File: config.mk
export PLATFORM = sky130hd
export DESIGN_NAME = touch_sample_filter_flat
export DESIGN_NICKNAME = d
export VERILOG_FILES = /design/src/rtl/touch_pkg.sv /design/src/rtl/touch_sample_filter_if.sv /design/src/rtl/touch_axis_acc.sv /design/src/rtl/touch_sample_filter.sv /design/src/flat_wrapper.sv
export SDC_FILE = /design/constraint.sdc
export NUM_CORES = 1
export LEC_CHECK = 0
export ABC_AREA = 1
export CORE_ASPECT_RATIO = 1.75
export CORE_MARGIN = 2
export CORE_UTILIZATION = 40
export DETAILED_ROUTE_END_ITERATION = 8
export GPL_TIMING_DRIVEN = 0
export PLACE_DENSITY = 0.61
export SKIP_LAST_GASP = 1
export SLEW_MARGIN = 40
export SYNTH_ARGS = -nofsm -noshare
export SYNTH_HDL_FRONTEND = slang
export SYNTH_SLANG_ARGS = --single-unit
File: constraint.sdc
create_clock -name PCLK -period 4.03 [get_ports PCLK]
set_clock_uncertainty 0.05 [all_clocks]
set_input_delay 0.806 -clock PCLK [delete_from_list [all_inputs] [get_ports PCLK]]
set_output_delay 0.806 -clock PCLK [all_outputs]
set_load 0.02 [all_outputs]
File: src/rtl/touch_pkg.sv
// Shared types and constants for the touchscreen sample filter.
// Holds the scan state encoding and the axis tags carried on the sample stream.
package touch_pkg;
  localparam int DEF_DATA_W = 12;

  localparam logic AXIS_X = 1'b0;
  localparam logic AXIS_Y = 1'b1;

  typedef enum logic [1:0] {
    ACC_X = 2'd0,
    ACC_Y = 2'd1,
    EMIT  = 2'd2
  } state_t;
endpackage

File: src/rtl/touch_sample_filter_if.sv
// Sample-in / coordinate-out bundle between the ADC stream, the filter and the MSS.
// The slave modport is the filter's view; master is the environment driving it.
interface touch_sample_filter_if
  import touch_pkg::*;
#(
  parameter int DATA_W = DEF_DATA_W
);
  logic              sample_valid;
  logic              sample_ready;
  logic              sample_axis;
  logic [DATA_W-1:0] sample_data;
  logic              coord_valid;
  logic              coord_ready;
  logic [DATA_W-1:0] coord_x;
  logic [DATA_W-1:0] coord_y;
  logic              pen_down;
  logic              pen_up_pulse;
  logic              seq_err_pulse;

  modport master (
    output sample_valid, sample_axis, sample_data, coord_ready,
    input  sample_ready, coord_valid, coord_x, coord_y,
    input  pen_down, pen_up_pulse, seq_err_pulse
  );

  modport slave (
    input  sample_valid, sample_axis, sample_data, coord_ready,
    output sample_ready, coord_valid, coord_x, coord_y,
    output pen_down, pen_up_pulse, seq_err_pulse
  );
endinterface

File: src/rtl/touch_axis_acc.sv
// One-axis accumulator: sums 2^AVG_LOG2 samples, flags the last add, gives the truncated mean.
// o_avg includes the sample being added this cycle so the final mean is usable with zero delay.
module touch_axis_acc #(
  parameter int DATA_W   = 12,
  parameter int AVG_LOG2 = 2
) (
  input  logic              clk,
  input  logic              rst_n,
  input  logic              i_clear,
  input  logic              i_add,
  input  logic [DATA_W-1:0] i_data,
  output logic              o_done,
  output logic [DATA_W-1:0] o_avg
);
  localparam int SUM_W = DATA_W + AVG_LOG2;
  localparam int CNT_W = AVG_LOG2 + 1;
  localparam logic [CNT_W-1:0] LAST = CNT_W'((1 << AVG_LOG2) - 1);

  logic [SUM_W-1:0] r_sum;
  logic [CNT_W-1:0] r_cnt;
  logic [SUM_W-1:0] w_sum_next;

  assign w_sum_next = r_sum + (i_add ? SUM_W'(i_data) : '0);
  assign o_done     = i_add && (r_cnt == LAST);
  assign o_avg      = w_sum_next[SUM_W-1:AVG_LOG2];

  // The sum is held after the last add; the owner clears it once the scan is consumed.
  always_ff @(posedge clk or negedge rst_n) begin
    if (!rst_n) begin
      r_sum <= '0;
      r_cnt <= '0;
    end else if (i_clear) begin
      r_sum <= '0;
      r_cnt <= '0;
    end else if (i_add) begin
      r_sum <= w_sum_next;
      r_cnt <= o_done ? '0 : r_cnt + 1'b1;
    end
  end
endmodule

File: src/rtl/touch_sample_filter.sv
// Averages X/Y ADC samples per scan, debounces contact and emits one coordinate per good scan.
// Coordinate appears 1 cycle after the last Y sample; sample_ready drops while a coordinate waits.
module touch_sample_filter
  import touch_pkg::*;
#(
  parameter int DATA_W         = DEF_DATA_W,
  parameter int AVG_LOG2       = 2,
  parameter int NOTOUCH_THRESH = 64,
  parameter int DEBOUNCE       = 2,
  parameter int RELEASE_CNT    = 3
) (
  input logic                  PCLK,
  input logic                  PRESERN,
  touch_sample_filter_if.slave bus
);
  localparam int PC_W = $clog2(DEBOUNCE + 1);
  localparam int RC_W = $clog2(RELEASE_CNT + 1);
  localparam logic [PC_W-1:0] PC_MAX = PC_W'(DEBOUNCE);
  localparam logic [RC_W-1:0] RC_MAX = RC_W'(RELEASE_CNT);

  state_t            r_state;
  logic [PC_W-1:0]   r_press_cnt;
  logic [RC_W-1:0]   r_rel_cnt;
  logic              r_coord_vld;
  logic [DATA_W-1:0] r_coord_x;
  logic [DATA_W-1:0] r_coord_y;
  logic              r_pen_down;
  logic              r_pen_up;
  logic              r_seq_err;

  logic              w_acc, w_good, w_notouch, w_seq_err;
  logic              w_add_x, w_add_y, w_done_x, w_done_y;
  logic              w_emit_take, w_clear, w_press_hit;
  logic [RC_W-1:0]   w_rel_next;
  logic [DATA_W-1:0] w_avg_x, w_avg_y;

  assign bus.sample_ready = (r_state != EMIT);

  assign w_acc       = bus.sample_valid && bus.sample_ready;
  assign w_good      = bus.sample_data >= DATA_W'(NOTOUCH_THRESH);
  assign w_notouch   = w_acc && !w_good;
  assign w_seq_err   = w_acc && w_good &&
                       (((r_state == ACC_X) && (bus.sample_axis == AXIS_Y)) ||
                        ((r_state == ACC_Y) && (bus.sample_axis == AXIS_X)));
  assign w_add_x     = w_acc && w_good && (r_state == ACC_X) && (bus.sample_axis == AXIS_X);
  assign w_add_y     = w_acc && w_good && (r_state == ACC_Y) && (bus.sample_axis == AXIS_Y);
  assign w_emit_take = r_coord_vld && bus.coord_ready;
  // Both sums restart on anything that ends or aborts the current scan.
  assign w_clear     = w_notouch || w_seq_err || w_done_y || w_emit_take;
  assign w_rel_next  = (r_rel_cnt == RC_MAX) ? r_rel_cnt : r_rel_cnt + 1'b1;
  assign w_press_hit = (int'(r_press_cnt) + 1) >= DEBOUNCE;

  touch_axis_acc #(.DATA_W(DATA_W), .AVG_LOG2(AVG_LOG2)) u_acc_x (
    .clk(PCLK), .rst_n(PRESERN), .i_clear(w_clear), .i_add(w_add_x),
    .i_data(bus.sample_data), .o_done(w_done_x), .o_avg(w_avg_x)
  );

  touch_axis_acc #(.DATA_W(DATA_W), .AVG_LOG2(AVG_LOG2)) u_acc_y (
    .clk(PCLK), .rst_n(PRESERN), .i_clear(w_clear), .i_add(w_add_y),
    .i_data(bus.sample_data), .o_done(w_done_y), .o_avg(w_avg_y)
  );

  always_ff @(posedge PCLK or negedge PRESERN) begin
    if (!PRESERN) begin
      r_state     <= ACC_X;
      r_press_cnt <= '0;
      r_rel_cnt   <= '0;
      r_coord_vld <= 1'b0;
      r_coord_x   <= '0;
      r_coord_y   <= '0;
      r_pen_down  <= 1'b0;
      r_pen_up    <= 1'b0;
      r_seq_err   <= 1'b0;
    end else begin
      r_pen_up  <= 1'b0;
      r_seq_err <= w_seq_err;
      if (w_emit_take) begin
        r_coord_vld <= 1'b0;
        r_state     <= ACC_X;
      end
      if (w_notouch) begin
        r_state     <= ACC_X;
        r_press_cnt <= '0;
        r_rel_cnt   <= w_rel_next;
        if ((w_rel_next == RC_MAX) && r_pen_down) begin
          r_pen_down <= 1'b0;
          r_pen_up   <= 1'b1;
        end
      end else if (w_acc) begin
        r_rel_cnt <= '0;
        if (w_seq_err) begin
          r_state <= ACC_X;
        end else if (w_done_x) begin
          r_state <= ACC_Y;
        end else if (w_done_y) begin
          if (w_press_hit) begin
            r_press_cnt <= PC_MAX;
            r_pen_down  <= 1'b1;
            r_coord_x   <= w_avg_x;
            r_coord_y   <= w_avg_y;
            r_coord_vld <= 1'b1;
            r_state     <= EMIT;
          end else begin
            r_press_cnt <= r_press_cnt + 1'b1;
            r_state     <= ACC_X;
          end
        end
      end
    end
  end

  assign bus.coord_valid   = r_coord_vld;
  assign bus.coord_x       = r_coord_x;
  assign bus.coord_y       = r_coord_y;
  assign bus.pen_down      = r_pen_down;
  assign bus.pen_up_pulse  = r_pen_up;
  assign bus.seq_err_pulse = r_seq_err;
endmodule

File: src/flat_wrapper.sv
// flat-port wrapper written by rule: the top's interface ports become plain ports
module touch_sample_filter_flat import touch_pkg::*;
#(
  parameter int DATA_W         = DEF_DATA_W,
  parameter int AVG_LOG2       = 2,
  parameter int NOTOUCH_THRESH = 64,
  parameter int DEBOUNCE       = 2,
  parameter int RELEASE_CNT    = 3
)
  (PCLK, PRESERN, bus_sample_valid, bus_sample_axis, bus_sample_data, bus_coord_ready, bus_sample_ready, bus_coord_valid, bus_coord_x, bus_coord_y, bus_pen_down, bus_pen_up_pulse, bus_seq_err_pulse);
  touch_sample_filter_if #(.DATA_W(DATA_W)) bus_i ();
  input logic PCLK;
  input logic PRESERN;
  input wire logic [$bits(bus_i.sample_valid)-1:0] bus_sample_valid;
  input wire logic [$bits(bus_i.sample_axis)-1:0] bus_sample_axis;
  input wire logic [$bits(bus_i.sample_data)-1:0] bus_sample_data;
  input wire logic [$bits(bus_i.coord_ready)-1:0] bus_coord_ready;
  output wire logic [$bits(bus_i.sample_ready)-1:0] bus_sample_ready;
  output wire logic [$bits(bus_i.coord_valid)-1:0] bus_coord_valid;
  output wire logic [$bits(bus_i.coord_x)-1:0] bus_coord_x;
  output wire logic [$bits(bus_i.coord_y)-1:0] bus_coord_y;
  output wire logic [$bits(bus_i.pen_down)-1:0] bus_pen_down;
  output wire logic [$bits(bus_i.pen_up_pulse)-1:0] bus_pen_up_pulse;
  output wire logic [$bits(bus_i.seq_err_pulse)-1:0] bus_seq_err_pulse;
  assign bus_i.sample_valid = bus_sample_valid;
  assign bus_i.sample_axis = bus_sample_axis;
  assign bus_i.sample_data = bus_sample_data;
  assign bus_i.coord_ready = bus_coord_ready;
  assign bus_sample_ready = bus_i.sample_ready;
  assign bus_coord_valid = bus_i.coord_valid;
  assign bus_coord_x = bus_i.coord_x;
  assign bus_coord_y = bus_i.coord_y;
  assign bus_pen_down = bus_i.pen_down;
  assign bus_pen_up_pulse = bus_i.pen_up_pulse;
  assign bus_seq_err_pulse = bus_i.seq_err_pulse;
  touch_sample_filter #(.DATA_W(DATA_W), .AVG_LOG2(AVG_LOG2), .NOTOUCH_THRESH(NOTOUCH_THRESH), .DEBOUNCE(DEBOUNCE), .RELEASE_CNT(RELEASE_CNT)) u_core (.PCLK(PCLK), .PRESERN(PRESERN), .bus(bus_i));
endmodule
* Yosys cells after proc, flatten, opt, wreduce, memory -nomap -nowiden
Cells that the tools add are included.
Operators by class: shift operators 0, eq/ne operators 9, div/mod/pow operators 0, muxes and demuxes 44, multiply operators 0, bitwise gates (word level) 4, order comparisons 2, reductions and logical operators 28, add/sub/neg operators 7
Operator list (number):
- $mux 14 | 4
- $ge 32x3->1 const B | 1
- $mux 2 | 16
- $add 14x14->14 | 2
- $mux 12 | 2
- $mux 3 | 6
- $mux 1 | 16
- $logic_and 1x1->1 | 14
- $ge 12x7->1 const B | 1
- $reduce_and 6->1 | 2
- $reduce_bool 2->1 | 5
- $add 3x1->3 const B | 2
- $eq 3x2->1 const B | 2
- $add 2x1->2 const B | 2
- $eq 2x2->1 const B | 2
- $logic_or 1x1->1 | 4
- $ne 2x1->1 const B | 2
- $ne 2x2->1 const B | 2
- $not 1->1 | 4
- $reduce_and 4->1 | 1
- $add 2x1->3 const B | 1
- $eq 2x1->1 const B | 1
- $logic_not 2->1 | 1
- $logic_not 1->1 | 1
Word-level totals: logic and storage cells 107, memories kept 0, memory bits (read-only) 0, flip-flop bits (word level) 68, input port bits 17, latch bits 0, bits in writable memories 0, output and inout bits 29

* Logic depth before layout (Yosys ltp)
Gate-level depths: netlist of run 1.
word-level depth 11, gate-level depth with buffers 19, gate-level depth less buffers 18

* Modules after synthesis
From an unflattened synthesis of run 1, not the netlist that was laid out.
Second synthesis, totals: cells, all modules 655, area, all modules 4724.5 µm²
Modules (own cells, without submodules):
- touch_axis_acc | instances 2, sequential area each 425.4 µm², area an instance 1562.7 µm², cells each 242
- touch_sample_filter | instances 1, sequential area each 850.8 µm², area an instance 1599.0 µm², cells each 171

* Worst setup path after synthesis of run 1
No wires, ideal clock.
path kind in2reg, from input bus_sample_valid, to register u_core.u_acc_x.r_sum[12], required time 3.864 ns, library setup time 0.116 ns, buffers on the path 1, data arrival time 2.988 ns, slack 0.876 ns, stages 18, cell sequence inv_1 -> a21oi_4 -> nand2_2 -> nor3_4 -> inv_2 -> buf_2 -> nor2_1 -> ha_1 -> inv_1 -> fa_1 -> inv_1 -> nand3_1 -> nand3_1 -> nand3_1 -> nand4_1 -> nand2_1 -> nand2_1 -> nand2_1
On the way: word-level cells in the longest chain between the ends 8, elaborated cells between the ends (all ways) 17, classes of those cells add/sub: 1; mux: 3; reduce/logical: 13
RTL lines:
- start, declared | RTL line flat_wrapper.sv:14 | input wire logic [$bits(bus_i.sample_valid)-1:0] bus_sample_valid;
- $logic_and 1x1->1 * | RTL line touch_sample_filter.sv:39 | assign w_acc = bus.sample_valid && bus.sample_ready;
- $logic_and 1x1->1 | RTL line touch_sample_filter.sv:42, touch_sample_filter.sv:45, touch_sample_filter.sv:46
- $logic_and 1x1->1, on equally long branches (2 in series) | RTL line touch_sample_filter.sv:45, touch_sample_filter.sv:46
- $mux 12 or $logic_and 1x1->1 (tied branches) | RTL line touch_axis_acc.sv:23, touch_axis_acc.sv:24
- $add 14x14->14 or $logic_or 1x1->1 (tied branches) | RTL line touch_axis_acc.sv:23, touch_sample_filter.sv:49
- $mux 14 or $logic_or 1x1->1 (tied branches) | RTL line touch_axis_acc.sv:35, touch_sample_filter.sv:49
- $mux 14 or $reduce_bool 2->1 (tied branches)
- end signal, assigned | RTL line touch_axis_acc.sv:36 | r_sum <= w_sum_next;
- end, declared | RTL line touch_axis_acc.sv:19 | logic [SUM_W-1:0] r_sum;
Mark *: on every way between the ends. The rest lies on a longest branch, timed or not. The select of a mux whose other input is x is not followed. A chain may end at the register's enable or synchronous reset.

* Worst setup path after layout of run 1
from input bus_sample_data[6], to register u_core.u_acc_x.r_sum[12]
On the way: word-level cells in the longest chain between the ends 8, elaborated cells between the ends (all ways) 18, classes of those cells add/sub: 1; order compare: 1; mux: 3; reduce/logical: 13
RTL lines:
- start, declared | RTL line flat_wrapper.sv:16 | input wire logic [$bits(bus_i.sample_data)-1:0] bus_sample_data;
- $ge 12x7->1 | RTL line touch_sample_filter.sv:40 | assign w_good = bus.sample_data >= DATA_W'(NOTOUCH_THRESH);
- $logic_and 1x1->1 | RTL line touch_sample_filter.sv:42, touch_sample_filter.sv:45, touch_sample_filter.sv:46
- $logic_and 1x1->1, on equally long branches (2 in series) | RTL line touch_sample_filter.sv:45, touch_sample_filter.sv:46
- $mux 12 or $logic_and 1x1->1 (tied branches) | RTL line touch_axis_acc.sv:23, touch_axis_acc.sv:24
- $add 14x14->14 or $logic_or 1x1->1 (tied branches) | RTL line touch_axis_acc.sv:23, touch_sample_filter.sv:49
- $mux 14 or $logic_or 1x1->1 (tied branches) | RTL line touch_axis_acc.sv:35, touch_sample_filter.sv:49
- $mux 14 or $reduce_bool 2->1 (tied branches)
Several ways; a longest one is shown, not always the timed one. The select of a mux whose other input is x is not followed.

==> flow_summary.ini, run 1 <==
[final_layout]
ff_latch_area_mm2 = 0.001702
syn_to_final_growth_pct = 22.67
fin_cells = 860
antenna_cells = 0
multi_input_area_mm2 = 0.002399
final_nets = 768
drive_above_1_share_pct = 7.143
fin_area_mm2 = 0.005532
fillers = 1113

[routing]
drc = 0
drt-initial-drc-count = 162
drt_wl_total_um = 12170
wire_per_inst_um = 14.16
avgViaCountPerCell = 4.924
dr.pass1.iters = 4
ant_nets = 0
dr_total_vias = 4235

[power]
power.density_mw_per_mm2 = 328.5
power_leakage_nw = 3.088
vdd_drop_max_uv = 196.2
p_total_mw = 1.817

[synth]
ys_seq_area_share_pct = 37.74
synth_cells = 662
synth_compound_area_share_pct = 3.912
avgSynthCellArea_um2 = 6.812
synth_seq_cells = 68
synth-simple-area-share_pct = 38.40
synth_top_family_by_area = simple AND/OR/NAND/NOR gates
syn-num-nets = 707
synth_area_mm2 = 0.004509
synth-xor-area-share_pct = 2.719
yosysUniqueCellTypes = 27
synth_mux_area_share_pct = 0
synthAdderAreaFrac_pct = 8.102
yosys_warnings = 0

[status]
status = complete, no violations

[clock_network]
cts_buffer_depth = 2
cts_buffers = 9
cts_root_buffer = clkbuf_16
cts.sinks = 68
insertion_delay_ns = 0.34
path_clk_slew_ns = 0.06
cts_tree = done
h-tree-depth = 3
holdBufCountCts = 0

[critical_path]
cp-start-kind = input pin
cp_slowest_stage_delay_ns = 0.52
cp.required_ns = 4.26
reg2reg_depth = 19
crit_chain = clkdlybuf4s50_1 > nor2_1 > nand3_2 > nand2_2 > nor3_4 > buf_4 > inv_2 > buf_2 > nor2_1 > ha_2 > inv_1 > fa_1 > inv_1 > nand3_1 > nand3_1 > nand3_1 > nand3_1 > nand2_1 > nand2_1 > nand2_1 > nand2_1
cp.arrival_ns = 4.05
critPathSlowestCell = clkdlybuf4s50_1
crit_family = simple AND/OR/NAND/NOR gates
path_class = in2reg
cp_max_fo = 10
path_buf_inv = 6
cp.depth = 21
r2r_slack_ns = 0.78
end_kind = flip-flop

[grt]
grt_pass1_wl_um = 19700
grt_use_total_pct = 20.88
grt_overflow = 0
grt_max_degree = 49
grt_pass1_vias = 4177
grt_antenna_before_repair = 0

[sta]
setup_tns_ns = 0
fin_crit_sh_pct = 94.85
finalHoldViolations = 0
setup_viol = 0
maxSlewViolCount = 0
setup_ws_ns = 0.2076
tightest_slew_ns = 0.5714
maxClockFrequency_mhz = 261.6
slew-limit-headroom_pct = 61.91
post-route-min-period_ns = 3.822

[die]
io_pins = 46
die_area_mm2 = 0.01217
rows = 51
die_x_um = 84.26
core_mm2 = 0.01104
die-height_um = 144.5
start_util_pct = 40.85

[placement]
dp.cells = 840
portBuffers = 45
hpwl_um = 9417
pre_cts_slack_ns = -0.2665
gp_congestion = 0.8991
placement.cell_area_mm2 = 0.005154

[min_path]
hold_class = in2async

[run]
max-cap-violations = 0
==> flip-flops by register name, summed over array words and instances (netlist names) <==
signal,flops
u_core.r_press_cnt,2
u_core.r_state,2
u_core.bus.pen_down,1
u_core.u_acc_y.r_cnt,3
u_core.bus.coord_y,12
u_core.bus.seq_err_pulse,1
u_core.bus.pen_up_pulse,1
u_core.bus.coord_valid,1
u_core.u_acc_y.r_sum,14
u_core.r_rel_cnt,2
u_core.bus.coord_x,12
u_core.u_acc_x.r_cnt,3
u_core.u_acc_x.r_sum,14
==> cells in the mapped netlist <==
cell	n	area (um^2)
a21oi_1	11	55.05
a21oi_4	1	16.27
and2_1	2	12.51
buf_1	1	3.750
buf_2	8	40.04
buf_4	2	15.01
clkbuf_1	2	7.510
dfrtp_1	68	1702
fa_1	2	40.04
ha_1	26	325.3
inv_1	87	326.6
inv_2	5	18.77
nand2_1	262	983.4
nand2_2	3	18.77
nand3_1	60	300.3
nand3_2	2	20.02
nand3b_1	1	7.510
nand4_1	10	62.56
nor2_1	67	251.5
nor2_2	4	25.02
nor2_4	3	33.78
nor3_4	1	16.27
o21ai_0	15	75.07
o21ai_1	3	15.01
o21bai_1	2	15.01
xnor2_1	9	78.83
xor2_1	5	43.79
==> final cells by class <==
| type | instances | area share (%) |
|---|---|---|
| Buffer | 13 | 1.199 |
| Clock buffer | 9 | 4.071 |
| Clock inverter | 7 | 2.171 |
| Inverter | 92 | 6.243 |
| Multi-Input combinational cell | 489 | 43.36 |
| Sequential cell | 68 | 30.76 |
| Tap cell | 132 | 2.986 |
| Timing Repair Buffer | 50 | 9.206 |
==> worst register-to-register path, cell delays in order, from the launching register on <==
cell and delay [ns]:
dfrtp_1 0.44, a21oi_4 0.23, nand2_2 0.12, nor3_4 0.17, buf_4 0.18, inv_2 0.09, buf_2 0.19, nor2_1 0.16
ha_2 0.25, inv_1 0.06, fa_1 0.39, inv_1 0.15, nand3_1 0.09, nand3_1 0.16, nand3_1 0.13, nand3_1 0.09
nand2_1 0.05, nand2_1 0.08, nand2_1 0.06, nand2_1 0.07
==> metal layers <==
layer / GRT usage [%] / vias to the layer above / wire, um
li1: - / 2175 / -
met1: 22.07 / 1968 / 4879
met2: 39.81 / 68 / 6719
met3: 3.767 / 24 / 245
met4: 9.168 / 0 / 330
met5: 0 / - / 0
==> kinds of logic (layout without fill, tap and decap cells) <==
logic type,count (synthesis),after routing
DFF,68,68
xor gates and xnor gates,14,14
AOI/OAI and AO/OA,32,32
buffers and inverters,105,171
and+or+nand+nor,415,415
adders and majority gates,28,28
==> power by group <==
part	internal [mW]	leakage (nW)	switching (mW)
combinational	0.0674	1.98	0.116
clock	0.607	0.166	0.315
sequential	0.699	0.945	0.0120
total	1.37	3.09	0.443
==> path summary, 6_finish.rpt <==
| kind | from | end |
|---|---|---|
| hold / removal | PRESERN | u_core.bus.coord_x[9]$_DFFE_PN0P_ |
| hold reg to reg | u_core.bus.coord_x[1]$_DFFE_PN0P_ | u_core.bus.coord_x[1]$_DFFE_PN0P_ |
| setup / recovery | bus_sample_data[6] | u_core.u_acc_x.r_sum[12]$_DFFE_PN0P_ |
| max in group asynchronous | PRESERN | u_core.bus.seq_err_pulse$_DFF_PN0_ |
| setup reg to reg | u_core.r_state[1]$_DFF_PN0_ | u_core.u_acc_x.r_sum[12]$_DFFE_PN0P_ |
| min in group PCLK | u_core.bus.coord_x[1]$_DFFE_PN0P_ | u_core.bus.coord_x[1]$_DFFE_PN0P_ |
==> layout by cell type, fill, tap and decap left out, types with 2 or more instances in the layout <==
cell type,netlist,final
nand2_1,262,262
inv_1,87,87
dfrtp_1,68,68
nor2_1,67,67
nand3_1,60,60
clkdlybuf4s50_1,0,44
ha_1,26,25
o21ai_0,15,15
a21oi_1,11,11
nand4_1,10,10
xnor2_1,9,9
clkbuf_16,0,9
buf_2,8,8
buf_4,2,6
inv_2,5,5
xor2_1,5,5
nor2_2,4,4
nand2_2,3,3
o21ai_1,3,3
nor2_4,3,3
bufinv_16,0,3
nand3_2,2,2
clkbuf_1,2,2
o21bai_1,2,2
and2_1,2,2
fa_1,2,2
inv_6,0,2
==> timing repair <==
| action | CTS | global route |
|---|---|---|
| resized for setup | 0 | 1 |
| endpoints found under the hold margin | 0 | 0 |
| buffers inserted | 0 | 4 |
| setup endpoints to repair | 0 | 6 |
==> per-stage QoR <==
step | util (%) | hold slack, ns
floorplan | - | 0.3959
global placement | 46.42 | 0.4142
detailed placement | 46.68 | 0.4142
CTS | 49.81 | 0.2553
global route | 50.11 | 0.2596
finish | 50.11 | 0.2571
(Power assumes the default switching activity.)
==> run 2: changes to the inputs <==
--- a/config.mk
+++ b/config.mk
@@ -7,7 +7,6 @@
 export LEC_CHECK = 0
 export ABC_AREA = 1
 export CORE_ASPECT_RATIO = 1.75
-export CORE_MARGIN = 2
 export CORE_UTILIZATION = 40
 export DETAILED_ROUTE_END_ITERATION = 8
 export GPL_TIMING_DRIVEN = 0
==> run 2 against run 1 <==
Compared with the run above:
- sequential power about the same
- maximum frequency down 0.29%
- sequential share of layout area down 0.062 points
- critical endpoint is now u_core.u_acc_x.r_sum[4]$_DFFE_PN0P_
- largest cell class unchanged
- highest routed layer unchanged
==> flow_summary.ini, run 2 (synthesized netlist as in run 1, its figures left out) <==
[final_layout]
ff_latch_area_mm2 = 0.001702
fillers = 1120
antenna_cells = 0
final_nets = 766
multi_input_area_mm2 = 0.002404
final_cell_mix = 262 x nand2_1, 87 x inv_1, 68 x dfrtp_1
final_util_pct = 50.21
reg_top3 = u_core.u_acc_x.r_sum: 14 flops, u_core.u_acc_y.r_sum: 14 flops
drive_above_1_share_pct = 7.034
fin_area_mm2 = 0.005543
syn_to_final_growth_pct = 22.92
final_common_cell = nand2_1

[die]
rows = 51
core_mm2 = 0.01104
die-height_um = 142.5
die_area_mm2 = 0.01172
die_x_um = 82.26
io_pins = 46
start_util_pct = 40.85

[sta]
maxClockFrequency_mhz = 260.9
tightest_slew_ns = 0.5326
post-route-min-period_ns = 3.834
maxSlewViolCount = 0
setup_viol = 0
fin_crit_sh_pct = 95.12
slew-limit-headroom_pct = 64.49
finalHoldViolations = 0
setup_ws_ns = 0.1965

[routing]
drt-initial-drc-count = 236
wire_per_inst_um = 14.23
drt_wl_total_um = 12200
ant_nets = 0
dr_total_vias = 4288
avgViaCountPerCell = 5.004
dr.pass1.iters = 5
drc = 0

[clock_network]
cts.sinks = 68
cts_root_buffer = clkbuf_16
path_clk_slew_ns = 0.06
insertion_delay_ns = 0.34
holdBufCountCts = 0
cts_tree = done
h-tree-depth = 3
cts_buffers = 9
cts_buffer_depth = 2

[critical_path]
path_class = in2reg
end_kind = flip-flop
reg2reg_depth = 15
cp-start-kind = input pin
cp_max_fo = 10
cp.arrival_ns = 4.07
cp.required_ns = 4.26

[status]
status = complete, no violations

[grt]
grt_pass1_vias = 4197
grt_overflow = 0
grt_use_total_pct = 23.13
grt_max_degree = 54
grt_antenna_before_repair = 0
grt_pass1_wl_um = 20070

[min_path]
hold_class = in2async

[power]
vdd_drop_max_uv = 225.7
power_leakage_nw = 3.098
p_total_mw = 1.870
power.density_mw_per_mm2 = 337.4

[placement]
portBuffers = 45
gp_congestion = 0.8976
placement.cell_area_mm2 = 0.005154
hpwl_um = 9466
pre_cts_slack_ns = -0.2823

[run]
max-cap-violations = 0
-- run 2: timing repair --
action                     CTS  global route
setup endpoints to repair    0             7
resized for setup            0             2
setup buffers                0             3
-- run 2: worst max-delay path, cell delays in order --
cell	delay [ns]
clkdlybuf4s50_1	0.52
nor2_1	0.08
nand3_2	0.19
nand2_2	0.12
nor3_4	0.32
inv_2	0.13
buf_2	0.21
nor2_1	0.14
ha_2	0.24
inv_1	0.07
fa_1	0.40
inv_1	0.14
nand3_1	0.11
nand3_2	0.13
xor2_1	0.27
nand3_1	0.12
nand2_1	0.08
-- run 2: power breakdown --
group	total, mW	internal [mW]	switching, mW	leakage, nW
clock network	0.975	0.665	0.309	0.176
logic	0.184	0.0663	0.117	1.98
registers	0.712	0.700	0.0120	0.945
total	1.87	1.43	0.439	3.10
-- run 2: layout make-up --
type | count | share of cell area (%)
sequential | 68 | 30.70
buffer | 12 | 1.129
inverter | 92 | 6.230
clock inverter | 6 | 2.483
clock buffer | 9 | 4.063
multi-input combinational | 489 | 43.36
timing repair buffer | 49 | 9.052
tap | 132 | 2.980
-- run 2: final timing paths --
path                                                   start                                   to  slack [ns]
setup / recovery                          bus_sample_data[8]  u_core.u_acc_x.r_sum[4]$_DFFE_PN0P_        0.20
min in group PCLK          u_core.bus.coord_x[8]$_DFFE_PN0P_    u_core.bus.coord_x[8]$_DFFE_PN0P_        0.43
hold / removal                                       PRESERN    u_core.bus.pen_up_pulse$_DFF_PN0_        0.23
max in group asynchronous                            PRESERN    u_core.bus.coord_y[5]$_DFFE_PN0P_        3.18
setup reg to reg                 u_core.r_state[1]$_DFF_PN0_  u_core.u_acc_x.r_sum[4]$_DFFE_PN0P_        0.78
hold reg to reg            u_core.bus.coord_x[8]$_DFFE_PN0P_    u_core.bus.coord_x[8]$_DFFE_PN0P_        0.43
-- run 2: stage by stage --
| stage | instances | hold slack (ns) | TNS (ns) |
|---|---|---|---|
| floorplan | 662 | 0.3959 | 0 |
| global placement | 839 | 0.4141 | -21.51 |
| detailed placement | 840 | 0.4137 | -1.974 |
| CTS | 855 | 0.2314 | 0 |
| global route | 857 | 0.2367 | -0.05423 |
| finish | 857 | 0.2321 | 0 |
-- run 2: per-layer routing --
metal  global-route usage (%)  routed length (um)  vias to the layer above
met1                    26.16                4884                     2000
met3                    3.782                 353                       24
met5                        0                   0                        -
li1                         -                   -                     2176
met4                    10.43                 399                        0
met2                    41.10                6559                       88
